--- src/rtl/uart_mmio.sv ---
// uart_mmio: 8N1 UART on the RV32I data bus. Loads return data combinationally, and TX starts on the edge after the store.
// There is no backpressure. A TX store during a frame is dropped, and firmware polls TX_DONE/RX_DONE.
module uart_mmio #(
  parameter int CLKS_PER_BIT = 434
) (
  input  logic        clk,
  input  logic        rst,
  input  logic [31:0] addr,
  input  logic [31:0] wdata,
  input  logic        we,
  input  logic        re,
  output logic [31:0] rdata,
  output logic        uart_sel,
  input  logic        rx,
  output logic        tx
);

  localparam logic [31:0] UART_BASE = 32'h1001_0100;
  localparam int CW = $clog2(CLKS_PER_BIT);
  localparam logic [CW-1:0] CNT_LAST = CW'(CLKS_PER_BIT - 1);
  localparam logic [CW-1:0] CNT_MID  = CW'(CLKS_PER_BIT / 2 - 1);

  typedef enum logic [1:0] {
    S_IDLE,
    S_START,
    S_DATA,
    S_STOP
  } state_t;

  state_t          tx_state;
  logic [CW-1:0]   tx_cnt;
  logic [2:0]      tx_idx;
  logic [7:0]      tx_shift;
  logic            tx_done;

  state_t          rx_state;
  logic [CW-1:0]   rx_cnt;
  logic [2:0]      rx_idx;
  logic [7:0]      rx_shift;
  logic [7:0]      rx_data;
  logic            rx_done;
  logic            rx_s1;
  logic            rx_s2;

  logic            tx_wr;
  logic            rx_rd;
  logic            unused_wdata;

  assign unused_wdata = ^wdata[31:8];

  // The four registers occupy one aligned word, so decode ignores the low two bits.
  assign uart_sel = (addr[31:2] == UART_BASE[31:2]);
  assign tx_wr    = we & uart_sel & (addr[1:0] == 2'd0);
  assign rx_rd    = re & uart_sel & (addr[1:0] == 2'd1);

  always_comb begin
    rdata = 32'd0;
    if (re && uart_sel) begin
      case (addr[1:0])
        2'd1:    rdata = {24'd0, rx_data};
        2'd2:    rdata = {31'd0, tx_done};
        2'd3:    rdata = {31'd0, rx_done};
        default: rdata = 32'd0;
      endcase
    end
  end

  always_ff @(posedge clk or posedge rst) begin
    if (rst) begin
      tx_state <= S_IDLE;
      tx_cnt   <= '0;
      tx_idx   <= 3'd0;
      tx_shift <= 8'd0;
      tx       <= 1'b1;
      tx_done  <= 1'b1;
    end else begin
      case (tx_state)
        S_IDLE: begin
          tx <= 1'b1;
          if (tx_wr) begin
            tx_shift <= wdata[7:0];
            tx_done  <= 1'b0;
            tx       <= 1'b0;
            tx_cnt   <= '0;
            tx_state <= S_START;
          end
        end
        S_START: begin
          if (tx_cnt == CNT_LAST) begin
            tx_cnt   <= '0;
            tx_idx   <= 3'd0;
            tx       <= tx_shift[0];
            tx_shift <= {1'b0, tx_shift[7:1]};
            tx_state <= S_DATA;
          end else begin
            tx_cnt <= tx_cnt + 1'b1;
          end
        end
        S_DATA: begin
          if (tx_cnt == CNT_LAST) begin
            tx_cnt <= '0;
            if (tx_idx == 3'd7) begin
              tx       <= 1'b1;
              tx_state <= S_STOP;
            end else begin
              tx_idx   <= tx_idx + 1'b1;
              tx       <= tx_shift[0];
              tx_shift <= {1'b0, tx_shift[7:1]};
            end
          end else begin
            tx_cnt <= tx_cnt + 1'b1;
          end
        end
        S_STOP: begin
          if (tx_cnt == CNT_LAST) begin
            tx_cnt   <= '0;
            tx_done  <= 1'b1;
            tx_state <= S_IDLE;
          end else begin
            tx_cnt <= tx_cnt + 1'b1;
          end
        end
        default: tx_state <= S_IDLE;
      endcase
    end
  end

  always_ff @(posedge clk or posedge rst) begin
    if (rst) begin
      rx_s1    <= 1'b1;
      rx_s2    <= 1'b1;
      rx_state <= S_IDLE;
      rx_cnt   <= '0;
      rx_idx   <= 3'd0;
      rx_shift <= 8'd0;
      rx_data  <= 8'd0;
      rx_done  <= 1'b0;
    end else begin
      rx_s1 <= rx;
      rx_s2 <= rx_s1;
      // A read clear is written first so a byte completing on the same edge overrides it.
      if (rx_rd) begin
        rx_done <= 1'b0;
      end
      case (rx_state)
        S_IDLE: begin
          if (!rx_s2) begin
            rx_cnt   <= '0;
            rx_state <= S_START;
          end
        end
        S_START: begin
          if (rx_cnt == CNT_MID) begin
            rx_cnt   <= '0;
            rx_idx   <= 3'd0;
            rx_state <= rx_s2 ? S_IDLE : S_DATA;
          end else begin
            rx_cnt <= rx_cnt + 1'b1;
          end
        end
        S_DATA: begin
          if (rx_cnt == CNT_LAST) begin
            rx_cnt   <= '0;
            rx_shift <= {rx_s2, rx_shift[7:1]};
            if (rx_idx == 3'd7) begin
              rx_state <= S_STOP;
            end else begin
              rx_idx <= rx_idx + 1'b1;
            end
          end else begin
            rx_cnt <= rx_cnt + 1'b1;
          end
        end
        S_STOP: begin
          if (rx_cnt == CNT_LAST) begin
            rx_cnt   <= '0;
            rx_state <= S_IDLE;
            if (rx_s2) begin
              rx_data <= rx_shift;
              rx_done <= 1'b1;
            end
          end else begin
            rx_cnt <= rx_cnt + 1'b1;
          end
        end
        default: rx_state <= S_IDLE;
      endcase
    end
  end

endmodule

--- config.mk ---
export PLATFORM = sky130hd
export DESIGN_NAME = uart_mmio
export DESIGN_NICKNAME = d
export VERILOG_FILES = /design/src/rtl/uart_mmio.sv
export SDC_FILE = /design/constraint.sdc
export NUM_CORES = 1
export LEC_CHECK = 0
export CORE_MARGIN = 2
export CORE_UTILIZATION = 30
export CTS_BUF_LIST = sky130_fd_sc_hd__clkbuf_8
export CTS_CLUSTER_DIAMETER = 30
export CTS_CLUSTER_SIZE = 40
export DETAILED_ROUTE_END_ITERATION = 16
export HOLD_SLACK_MARGIN = 0.05
export SETUP_SLACK_MARGIN = 0.05
export SYNTH_ARGS = -nofsm -noshare
export SYNTH_HDL_FRONTEND = slang
export SYNTH_SLANG_ARGS = --single-unit
--- constraint.sdc ---
create_clock -name clk -period 6.55 [get_ports clk]
set_clock_uncertainty 0.15 [all_clocks]
set_input_delay 1.31 -clock clk [delete_from_list [all_inputs] [get_ports clk]]
set_output_delay 1.31 -clock clk [all_outputs]
set_load 0.1 [all_outputs]
# Word level (Yosys, flattened, before mapping)
# Index checks and enable logic that the tools add are counted.
totals:
  register_bits: 57
  in_bits: 69
op_classes:
  add_sub_neg: 4
  eq_ne: 27
  muxes: 47
  bitwise_logic: 4
  reduce_logical: 19
op_table:
  columns: ["operator", "n"]
  rows:
  - ["case mux 8 bit (3 select lines)", 2]
  - ["2-to-1 mux 9 bit", 5]
  - ["2-to-1 mux 8 bit", 5]
  - ["equality test 30 x 27 -> 1 bit, second input constant", 1]
  - ["case mux 9 bit (3 select lines)", 1]
  - ["inequality test 2 bit, second input constant", 12]
  - ["2-to-1 mux 2 bit", 11]
  - ["adder 9 x 1 -> 9 bit, second input constant", 2]
  - ["equality test 9 bit, second input constant", 2]
  - ["2-to-1 mux 3 bit", 6]
  - ["case mux 9 bit (2 select lines)", 1]
  - ["case mux 2 bit (4 select lines)", 2]
  - ["AND reduction 5 bit", 3]
  - ["equality test 2 bit, second input constant", 6]
  - ["case mux 3 bit (2 select lines)", 2]
  - ["2-to-1 mux 1 bit", 10]
  - ["equality test 9 x 8 -> 1 bit, second input constant", 1]
  - ["AND reduction 3 bit", 3]
  - ["AND reduction 4 bit", 2]
  - ["adder 3 x 1 -> 3 bit, second input constant", 2]
  - ["equality test 2 x 1 -> 1 bit, second input constant", 3]
  - ["equality test 3 bit, second input constant", 2]
  - ["zero test 2 bit", 3]
  - ["nonzero test 2 bit", 3]
  - ["8 further kinds", 11]

# Longest topological paths before layout
# Gate-level depths: netlist of the first run.
depth:
  depth_word: 7
  depth_mapped: 8
  ltp_nobuf: 7

# Least setup slack after synthesis of the first run
# No wires, ideal clock.
synth_path:
  path_kind: "input port to output port"
  start: "input port addr[4]"
  end: "output port rdata[0]"
  arrival_ns: 4.042
  setup_slack_ns: 1.048
  stages: 5
  path_buffers: 0
  path_cell_list: "nor4b_2 -> nand4_2 -> nor2_1 -> nand4_1 -> nand2_1"
synth_between:
  elab_chain_cells: 3
synth_lines:
  columns: ["element", "line", "source"]
  rows:
  - ["from (decl)", "8", "input logic [31:0] addr,"]
  - ["equality test 30 x 27 -> 1 bit", "52", "assign uart_sel = (addr[31:2] == UART_BASE[31:2]);"]
  - ["net uart_sel", "13", "output logic uart_sel,"]
  - ["logical AND 1 bit", "58", "if (re && uart_sel) begin"]
  - ["2-to-1 mux 8 bit", "58", null]
  - ["to (decl)", "12", "output logic [31:0] rdata,"]
# The timed path passes the listed nets, and every way through them passes these cells.

# Final worst setup path of the first run
layout_path:
  start: "input port addr[13]"
  end: "output port uart_sel"
layout_between:
  elab_chain_cells: 1
layout_lines:
  columns: ["element", "line"]
  rows:
  - ["equality test 30 x 27 -> 1 bit", "52"]
  - ["to (decl)", "13"]
# Every way passes these cells.

==> results of run 1 <==
-- metal layers --
| layer | share of wire (%) | global-route usage [%] | vias up |
|---|---|---|---|
| li1 | - | - | 1165 |
| met1 | 43 | 16.0 | 1153 |
| met2 | 49 | 19.0 | 63 |
| met3 | 6.5 | 3.59 | 12 |
| met4 | 1.4 | 3.93 | 0 |
| met5 | 0 | 0 | - |
-- worst paths after layout --
check                      slack [ns]  depth (start not counted)               endpoint                   from
setup / recovery                 1.29                          5               uart_sel               addr[13]
hold / removal                   0.21                          0        rx_s2$_DFF_PP1_        rx_s1$_DFF_PP1_
setup reg to reg                 3.96                          7                   flop  rx_cnt[1]$_DFFE_PP0P_
hold reg to reg                  0.21                          0        rx_s2$_DFF_PP1_        rx_s1$_DFF_PP1_
max in group asynchronous        4.41                          3  rx_cnt[0]$_DFFE_PP0P_                    rst
min in group asynchronous        1.34                          3  rx_cnt[4]$_DFFE_PP0P_                    rst
-- placed cells by master, fill, tap and decap left out, drive strengths merged, types with 5 or more instances in the layout --
master         instances
conb                  24
ha                    14
a21oi                  7
nor2                  22
buf                    9
clkdlybuf4s50         46
dfrtp                 53
clkbuf                11
and3                   6
nand3                  8
o21ai                 19
a31oi                  5
nand2                 21
inv                   11
and2                   8
nand4                  5
nor4                   6
mux2                  35
-- worst max-delay path, cell delays in order --
cell and delay (ns):
sky130_fd_sc_hd__clkdlybuf4s50_1 0.41, sky130_fd_sc_hd__nor4_2 0.38, sky130_fd_sc_hd__nand4_2 0.31, sky130_fd_sc_hd__nor2_1 0.23
sky130_fd_sc_hd__clkdlybuf4s50_1 1.16
-- registers in the layout (all words and copies together), names as in the netlist, named ones only --
register / cells
rx_cnt: 9
tx_cnt: 9
rx_data: 8
rx_shift: 8
tx_shift: 8
rx_idx: 3
tx_idx: 3
tx_state: 2
rx_done: 1
rx_s1: 1
rx_s2: 1
rx_state: 1
tx: 1
tx_done: 1
-- power groups by stage --
stage | registers, mW | clock network, mW | logic, mW
after floorplan | 0.360 | 0 | 0.0799
after global placement | 0.360 | 0 | 0.102
after detailed placement | 0.360 | 0 | 0.102
after CTS | 0.354 | 0.387 | 0.102
after global routing | 0.353 | 0.407 | 0.107
final | 0.354 | 0.377 | 0.102
-- logic make-up (layout without fill, tap and decap cells) --
family                   after synthesis  count (layout)  share of synthesized area [%]
XOR/XNOR                               3               3                          0.775
AO/OA/AOI/OAI                         54              54                           11.2
other                                  1              24                          0.111
adder cells (fa/ha/maj)               14              14                           5.17
flip-flops                            57              57                           42.2
buffers and inverters                 40              82                           7.90
AND/OR/NAND/NOR                       96              96                           19.6
multiplexers                          37              37                           13.1
-- cell type report --
class                      instances  area share (%)
clock inverter                     5            1.85
multi-input combinational        228            42.5
inverter                          11           0.987
sequential                        57            34.2
timing repair buffer              55            12.6
tap                              140            4.19
clock buffer                      11            3.62
==> summary.md, run 1 <==
The number of antenna violations at the first check in global routing is 0. After routing, the total negative slack on setup checks comes to 0 ns. Once the clock tree was built, the resizer swapped 0 gates to a different size. For the internal power, the log shows 0.613 mW.

The clock network burns 45.3% of the power. Ranked by total cell area, the synthesized netlist is headed by sky130_fd_sc_hd__dfrtp_1, sky130_fd_sc_hd__mux2_2, sky130_fd_sc_hd__buf_4. For this design the static power due to leakage is 1.95 nW.

The logs give 103 for the number of primary I/O pins and 1.29 ns for the worst setup slack before clock tree synthesis. The flow ran to the end, and the final reports show no timing, DRC or antenna violations. Count of routing violations after the opening detailed-route iteration: 80. The count of input and output buffers came out at 54.

The initial utilization of the core area, before any placement, comes to 31.0%. The mean cell area of the mapped netlist was 11.2 sq um. The worst supply voltage drop on vdd is 0.000141 V. The number of failing hold endpoints at the final stage is 0, and the final count of pins violating max slew is 0. Net switching is 26.4% of the power. The biggest fanout along the worst timing path is 6. For the number of diodes added for antenna fixing, the log shows 0. Max-cap violations in this run came to 0.

The logs give 11.4 mm for the first-pass GRT wire length and 1,086 for the number of filler cells placed in the layout. The floorplan step set the die height to 110 um. Entering global routing, the biggest net connects 58 pins. Once placement finished, the instance area stood at 0.00395 sq mm. The cell taking the most area after synthesis was sky130_fd_sc_hd__dfrtp_1. The number of hold buffers added after CTS was 0; the netlist area before placement was 0.00339 sq mm. The tools report the post-layout net count as 445. In this run the remaining antenna-violating nets after routing total 0. In this run the number of H-tree levels came out at 3.

The logs give 38 for the number of standard-cell rows in the floorplan and 12.2% for the share of total power in combinational logic. Including well taps, the total number of placed cells is 491. The share of the Yosys chip area taken by registers is 42.2%.

The end-of-flow core utilization was 38.2%; the number of vias in the routed layout was 2,393. The maximum clock path buffer count is 2, and the multi-input gate area in the final layout is 0.00178 sq mm. Prevailing post-synth register cell: sky130_fd_sc_hd__dfrtp_1. The average detailed-routed wire length per instance is 13.4 um.

The core region is 0.0109 sq mm. The HPWL after detailed placement is 5.02 mm. Counting flops with an async set or reset pin after synthesis yields a share of 100%. Data on the critical path is required at its endpoint by 5.09 ns. The tools report the number of detailed-routing iterations run before antenna repair as 4. The non-filler instance count after layout is 507, and the maximum clock rate is 190 MHz. The fraction of layout cells with a size suffix above 1 was 22.6%. Dividing total power by cell area gives a power density of 199 mW/mm^2. The detailed-route wire length is 6.79 mm.

Synthesis inferred 57 register bits. The pin slew with the least headroom to its limit works out to 0.980 ns. After synthesis, the most frequently instantiated cells are sky130_fd_sc_hd__dfrtp_1, sky130_fd_sc_hd__buf_4, sky130_fd_sc_hd__mux2_2. After clock tree synthesis, the clock-pin slew on the worst setup and hold paths is 0.07 ns. Total overflow reported by the global router: 0. The worst min-delay path class is flop to flop.

The logs give 9 for the total clock buffers created by CTS and 0.00143 sq mm for the sequential standard cell area. By instance count, the leading cell after synthesis is sky130_fd_sc_hd__dfrtp_1. The via count of the first global-routing pass was 2,234; the count of flip-flops with a built-in enable after synthesis was 0. Setup repair after global routing left no endpoint under its margin. Worst hold margin: 0.209 ns.

In the post-route analysis, the smallest setup slack over all paths is 1.29 ns. Synthesis instantiated 60 different standard cells from the library. The number of design rule violations left after detail routing came out at 0. The overall power was 0.832 mW.

Dividing the detail-routed via count by the number of cells gives 4.72. The run gives 0.00418 sq mm as the final standard cell area without fillers. The fraction of the cycle the final worst path needs is 80.3%. For the final weighted congestion in routability-driven placement, the log shows 0.780. The post-layout minimum cycle time is 5.26 ns.

At the worst endpoint, the arrival time is 3.80 ns. Buffers added to address setup during post-CTS repair amount to 0. The critical path in this run is classified as input port to primary output. The die covers 0.0122 sq mm. The die is 110 um wide. For this run, the number of Yosys warnings is 0.

TritonCTS built the clock tree. The worst setup path is captured at a primary output. The root buffer cell chosen for the clock tree is sky130_fd_sc_hd__clkbuf_8. Synthesis handed over a netlist of 302 instances.

The logs give 34.5% for the worst-case headroom to the max-slew limit and 57 for the number of sinks on the clock net. The tools report the startpoint class of the critical path as an input port. The run gives 0 as the number of setup violations in the final report.

For the global routing usage summed across all routing layers, the log shows 12.1%. After synthesis, the largest area contributor takes up 39.1% of total cell area. The analysis attributes to net switching a power of 0.219 mW. The run gives 0.34 ns as the worst-skew pair later-pin latency. The area added between synthesis and finish is 23.4%. The run gives 42.5% as the proportion of power drawn by flip-flops and latches.
Power figures use the tool's default switching activity.
==> inputs of run 2 (changes only) <==
- clock period: 6.55 -> 4.2 ns (I/O delays scaled with it)
==> run 2 against run 1 <==
Routed wire length decreased by 2.8%. Non-clock buffer count up 2. Critical path depth up 2. Die area unchanged. Register-to-register slack got worse by 2.3 ns. Count of clock-buffer cells in the layout stayed put. Utilization grew 1.2 points. Global-route usage down 0.47 points. Sequential cell count did not move. Via count down 1.2%. Final cell count increased by 0.39%. Worst hold slack lost 0.0013 ns.
==> summary.md, run 2 (synthesis gave the netlist of run 1 again) <==
The logs give 2.77 ns for the endpoint arrival time on the critical path and 2,364 for the number of vias in the routed layout. The tools report the total die area as 0.0122 sq mm. For the number of maximum-capacitance constraint violations, the log shows 0.

No sink is reached through more buffers than the 2 on the longest clock path. For the end-of-flow core utilization, the log shows 39.4%. TritonCTS built the clock tree.

The worst setup path is captured at a primary output. For the number of antenna violations at the first check in global routing, the log shows 0. The worst setup path is launched from an input port. The tools report the clock root buffer master as sky130_fd_sc_hd__clkbuf_8. For the finished layout, the period the worst path requires is 3.76 ns. After detailed routing, the number of vias per cell comes to 4.64.

The tools report the number of standard-cell rows in the floorplan as 38. The worst hold path stage count is 0, and the maximum clock rate is 266 MHz. The number of buffers inserted by post-CTS setup repair was 0; the average detailed-routed wire length per instance was 13.0 um. Setup total negative slack on the finished layout was measured at 0 ns. Kind of critical path: input port to primary output. After clock tree synthesis, the repair step resized 0 gates. At the worst endpoint, the required time is 3.21 ns.

The largest registers in the layout are rx_cnt x9, tx_cnt x9. The total area inside the core boundary comes to 0.0109 sq mm. For this configuration, the core starts out at a cell density of 31.0%.

Clock tree synthesis inserted a total of 9 buffers. The number of hold buffers added after CTS came out at 0. The first detailed-routing pass took 4 iterations.

The final count of pins violating max slew was 0. The HPWL after detailed placement is 4.92 mm. Measured against its own limit, the worst slew margin works out to 35.8%. The overall power is 1.29 mW. The path class of the tightest hold or removal check is flop to flop. For the worst-skew pair, the clock arrives at the later sink with an insertion delay of 0.33 ns. The worst supply voltage drop on vdd was 0.000168 V; the clock transition at the registers of the reported paths was 0.07 ns. Input and output buffers added on the ports amount to 54.

In the finished design, the share of the clock period the worst path needs comes to 89.6%. For this block, the initial DRC count from the detailed router was 75. At the pin with the least slew margin, the transition time is 0.960 ns. The flow ran to the end, and the final reports show no timing, DRC or antenna violations. Biggest fanout along the worst timing path: 9.

For the worst flop-to-flop path, the logic depth is 7. The clock net in this run drives a total of 57 sinks. The clock tree synthesis step divided the H-tree into 3 levels.

For this run, the post-layout net count is 447. The final standard cell area without fillers came out at 0.00431 sq mm. The global routing usage summed across all routing layers was 11.6%. The tools report the number of diodes added for antenna fixing as 0. The tools report the cell area reported after detailed placement as 0.00408 sq mm.

Of the cells placed in the final design, the portion with a size suffix greater than 1 is 23.3%. For the worst setup slack before clock tree synthesis, the log shows 0.401 ns. Leaving out fill and tap cells, the most frequent cell in the layout is sky130_fd_sc_hd__dfrtp_1. The first-pass GRT wire length came out at 11.0 mm.

Final weighted congestion in routability-driven placement: 0.779. The power density over the cells works out to 299 mW/mm^2. In this run the static leakage power is 1.98 nW. The floorplan step set the die width to 110 um. Setup repair after global routing left no endpoint under its margin. The y dimension of the die was 110 um; the total overflow reported by the global router was 0. The largest net degree at the start of global routing was 26. The remaining antenna violation count was 0; the number of failing hold endpoints at the final stage was 0. The via count of the first global-routing pass was 2,305. The tools report the number of design rule violations left after detail routing as 0.

The area added between synthesis and finish was 27.2%; the number of primary I/O pins was 103. Setup violations remaining at the end of the flow were counted as 0. For this block, the routed nets add up to 6.60 mm of wire.

Leaving out fill and tap cells, the most frequent cells in the layout are sky130_fd_sc_hd__dfrtp_1, sky130_fd_sc_hd__clkdlybuf4s50_1, sky130_fd_sc_hd__mux2_2. For the final setup slack of the worst path, the log shows 0.436 ns.
[run 2: changes by cell type in the layout (fill, tap and decap cells not counted)]
cell	delta
sky130_fd_sc_hd__buf_12	+9
sky130_fd_sc_hd__buf_4	-6
sky130_fd_sc_hd__clkinv_2	-2
sky130_fd_sc_hd__clkdlybuf4s50_1	-1
sky130_fd_sc_hd__clkinvlp_4	+1
sky130_fd_sc_hd__inv_1	+1
sky130_fd_sc_hd__nor2_1	-1
sky130_fd_sc_hd__nor2_2	+1
[run 2: stage by stage]
step / instances / hold slack, ns
global placement: 493 / 0.197
detailed placement: 493 / 0.197
global route: 509 / 0.216
finish: 509 / 0.207
CTS: 509 / 0.207
floorplan: 325 / 0.195
[run 2: routing by layer]
| layer | track usage (%) | up-vias | routed length [um] |
|---|---|---|---|
| met4 | 2.41 | 0 | 29 |
| met3 | 3.41 | 5 | 272 |
| met1 | 14.3 | 1148 | 2890 |
| met5 | 0 | - | 0 |
| li1 | - | 1164 | - |
| met2 | 20.2 | 47 | 3410 |
[run 2: layout make-up]
type	instances	area (sq um)
fill	1053	6620
clock inverter	5	78.8
timing repair buffer	57	653
multi-input combinational	228	1780
clock buffer	11	151
inverter	11	41.3
tap	140	175
sequential	57	1430
[run 2: where the power goes]
part	total (mW)	internal [mW]	switching, mW
logic	0.159	0.0413	0.117
clock network	0.580	0.364	0.216
registers	0.552	0.551	0.000637
[run 2: worst max-delay path, stage by stage]
cell	delay, ns
sky130_fd_sc_hd__clkdlybuf4s50_1	0.42
sky130_fd_sc_hd__nor4b_2	0.32
sky130_fd_sc_hd__nand4_2	0.31
sky130_fd_sc_hd__nor4_2	0.29
sky130_fd_sc_hd__buf_4	0.20
sky130_fd_sc_hd__and2_1	0.19
sky130_fd_sc_hd__buf_12	0.19
[run 2: final timing paths]
path                                            start                 endpoint  slack, ns
worst max-delay path                          addr[4]                 rdata[6]       0.44
worst min-delay path                  rx_s1$_DFF_PP1_          rx_s2$_DFF_PP1_       0.21
worst max register to register  rx_cnt[1]$_DFFE_PP0P_                     flop       1.62
worst min register to register        rx_s1$_DFF_PP1_          rx_s2$_DFF_PP1_       0.21
max in group asynchronous                         rst  rx_state[0]$_DFFE_PP0P_       2.51
min in group asynchronous                         rst    tx_cnt[3]$_DFFE_PP0N_       0.73
==> RTL change (settings of run 2) <==
Put a register stage on the output `rdata`, with the module's reset. The value now appears one clock later. The other outputs are not delayed to match.
--- a/src/rtl/uart_mmio.sv
+++ b/src/rtl/uart_mmio.sv
@@ -28,4 +28,6 @@
   } state_t;
 
+  logic [31:0] rdata_d;
+
   state_t          tx_state;
   logic [CW-1:0]   tx_cnt;
@@ -55,11 +57,11 @@
 
   always_comb begin
-    rdata = 32'd0;
+    rdata_d = 32'd0;
     if (re && uart_sel) begin
       case (addr[1:0])
-        2'd1:    rdata = {24'd0, rx_data};
-        2'd2:    rdata = {31'd0, tx_done};
-        2'd3:    rdata = {31'd0, rx_done};
-        default: rdata = 32'd0;
+        2'd1:    rdata_d = {24'd0, rx_data};
+        2'd2:    rdata_d = {31'd0, tx_done};
+        2'd3:    rdata_d = {31'd0, rx_done};
+        default: rdata_d = 32'd0;
       endcase
     end
@@ -189,4 +191,12 @@
   end
 
+  always_ff @(posedge clk or posedge rst) begin
+    if (rst) begin
+      rdata <= '0;
+    end else begin
+      rdata <= rdata_d;
+    end
+  end
+
 endmodule
 
Behaviour: not the same (a bounded check fails within 4 cycles, from zero or initial values and one cycle with rst high).
==> RTL change against run 2 <==
Worst setup slack improved by 0.40 ns; sequential share of layout area grew 4.7 points; area after synthesis rose by 3.2%; design area decreased by 0.23%; global-route usage fell by 0.19 points; critical path depth is 2 lower; power rose by 2.4%; critical endpoint is now uart_sel; highest routed layer unchanged; largest power group is now sequential cells; fmax grew 12%; sequential cell count rose by 8; hold slack about the same; wire length grew 1.1%; non-clock buffer count shrank 1.
==> RTL change: results (changes against run 2) <==
- Post-CTS sizing: 0 (unchanged)
- Largest net degree at the start of global routing: 50 (was 26)
- Repair and plain buffers: 56 (was 57)
- Sequential cell count: 65 (was 57)
- Met2 usage in global routing: 0.192 (was 0.202)
- M1 GR Usage: 0.141 (was 0.143)
- DRT iter0 DRCs: 92 (was 75)
- Post-Place Cells: 513 (was 493)
- Gpl congestion: 0.793 (was 0.779)
- WP data arrival: 2.38 ns (was 2.77 ns)
- WL met1: 3010 um (was 2890 um)
- Vias after detailed routing: 2,481 (was 2,364)
- Outcome: finished clean (unchanged)
- FF-to-FF Start: tx_cnt[1] (was rx_cnt[1])
- Synth Area in Compound Gates: 0.101 (was 0.112)
- Gr usage total: 0.114 (was 0.116)
- Mux contribution to synthesized area: 0.129 (was 0.131)
- Layout non-clock buf frac: 0.131 (was 0.151)
- Dpl hpwl: 5000 um (was 4920 um)
- Non-clock inverter count: 17 (was 11)
- Number of vias per cell: 4.69 (was 4.64)
- Syn Area/Cell: 10.8 sq um (was 11.2 sq um)
- Nets: 464 (was 447)
- Post-Synth XOR/XNOR Area: 0.0100 (was 0.00775)
- Worst Setup SP: addr[9] (was addr[4])
- Metal2 WL: 3330 um (was 3410 um)
- Minimum clock period: 3.37 ns (was 3.76 ns)
- Worst vdd ir: 0.188 mV (was 0.168 mV)
- Unique masters post-synth: 54 (was 60)
- Rel. slew slack: 0.307 (was 0.358)
- Gr ovfl total: 0 (unchanged)
- Share of cells above drive strength 1: 0.176 (was 0.233)
- Multi-input gate area in the final layout: 1660 sq um (was 1780 sq um)
- R2r setup slk: 1.64 ns (was 1.62 ns)
- CP endpoint: uart_sel (was rdata[6])
- Routing usage on met3: 0.0261 (was 0.0341)
- Pre-CTS WS: 0.726 ns (was 0.401 ns)
- Sequential cell area share: 0.379 (was 0.332)
- Adder-Cell Fraction of Synth Area: 0.0501 (was 0.0517)
- Ranking of synthesized cells by area: dfrtp_1 (44%), mux2_2 (8.4%), buf_4 (5.2%) (was dfrtp_1 (39%), mux2_2 (8.3%), buf_4 (5.5%))
- Seq/Total Area, Yosys: 0.466 (was 0.422)
- WL final: 6670 um (was 6600 um)
- Clock buf/inv share: 0.0460 (was 0.0534)
- Met3 wire length: 193 um (was 272 um)
- Leakage power: 1.93 nW (was 1.98 nW)
==> RTL change: per-stage QoR <==
step / instance area [sq um] / util
after floorplan: 3580 / -
after global placement: 4100 / 0.359
after detailed placement: 4100 / 0.359
after CTS: 4300 / 0.377
after global routing: 4300 / 0.377
final: 4300 / 0.377
==> RTL change: worst min path at each step <==
stage          slack, ns  depth (start not counted)  startpoint  endpoint
2_1_floorplan       0.20                          0       rx_s1     rx_s2
3_3_place_gp        0.20                          0       rx_s1     rx_s2
3_5_place_dp        0.20                          0       rx_s1     rx_s2
4_1_cts             0.21                          0       rx_s1     rx_s2
5_1_grt             0.21                          0       rx_s1     rx_s2
6_report            0.21                          0       rx_s1     rx_s2
==> RTL change: report_power, final <==
group	internal (mW)	leakage (nW)	total [mW]	switching (mW)
registers	0.632	0.825	0.634	0.00277
clock network	0.287	0.103	0.523	0.236
logic	0.0472	0.998	0.164	0.117
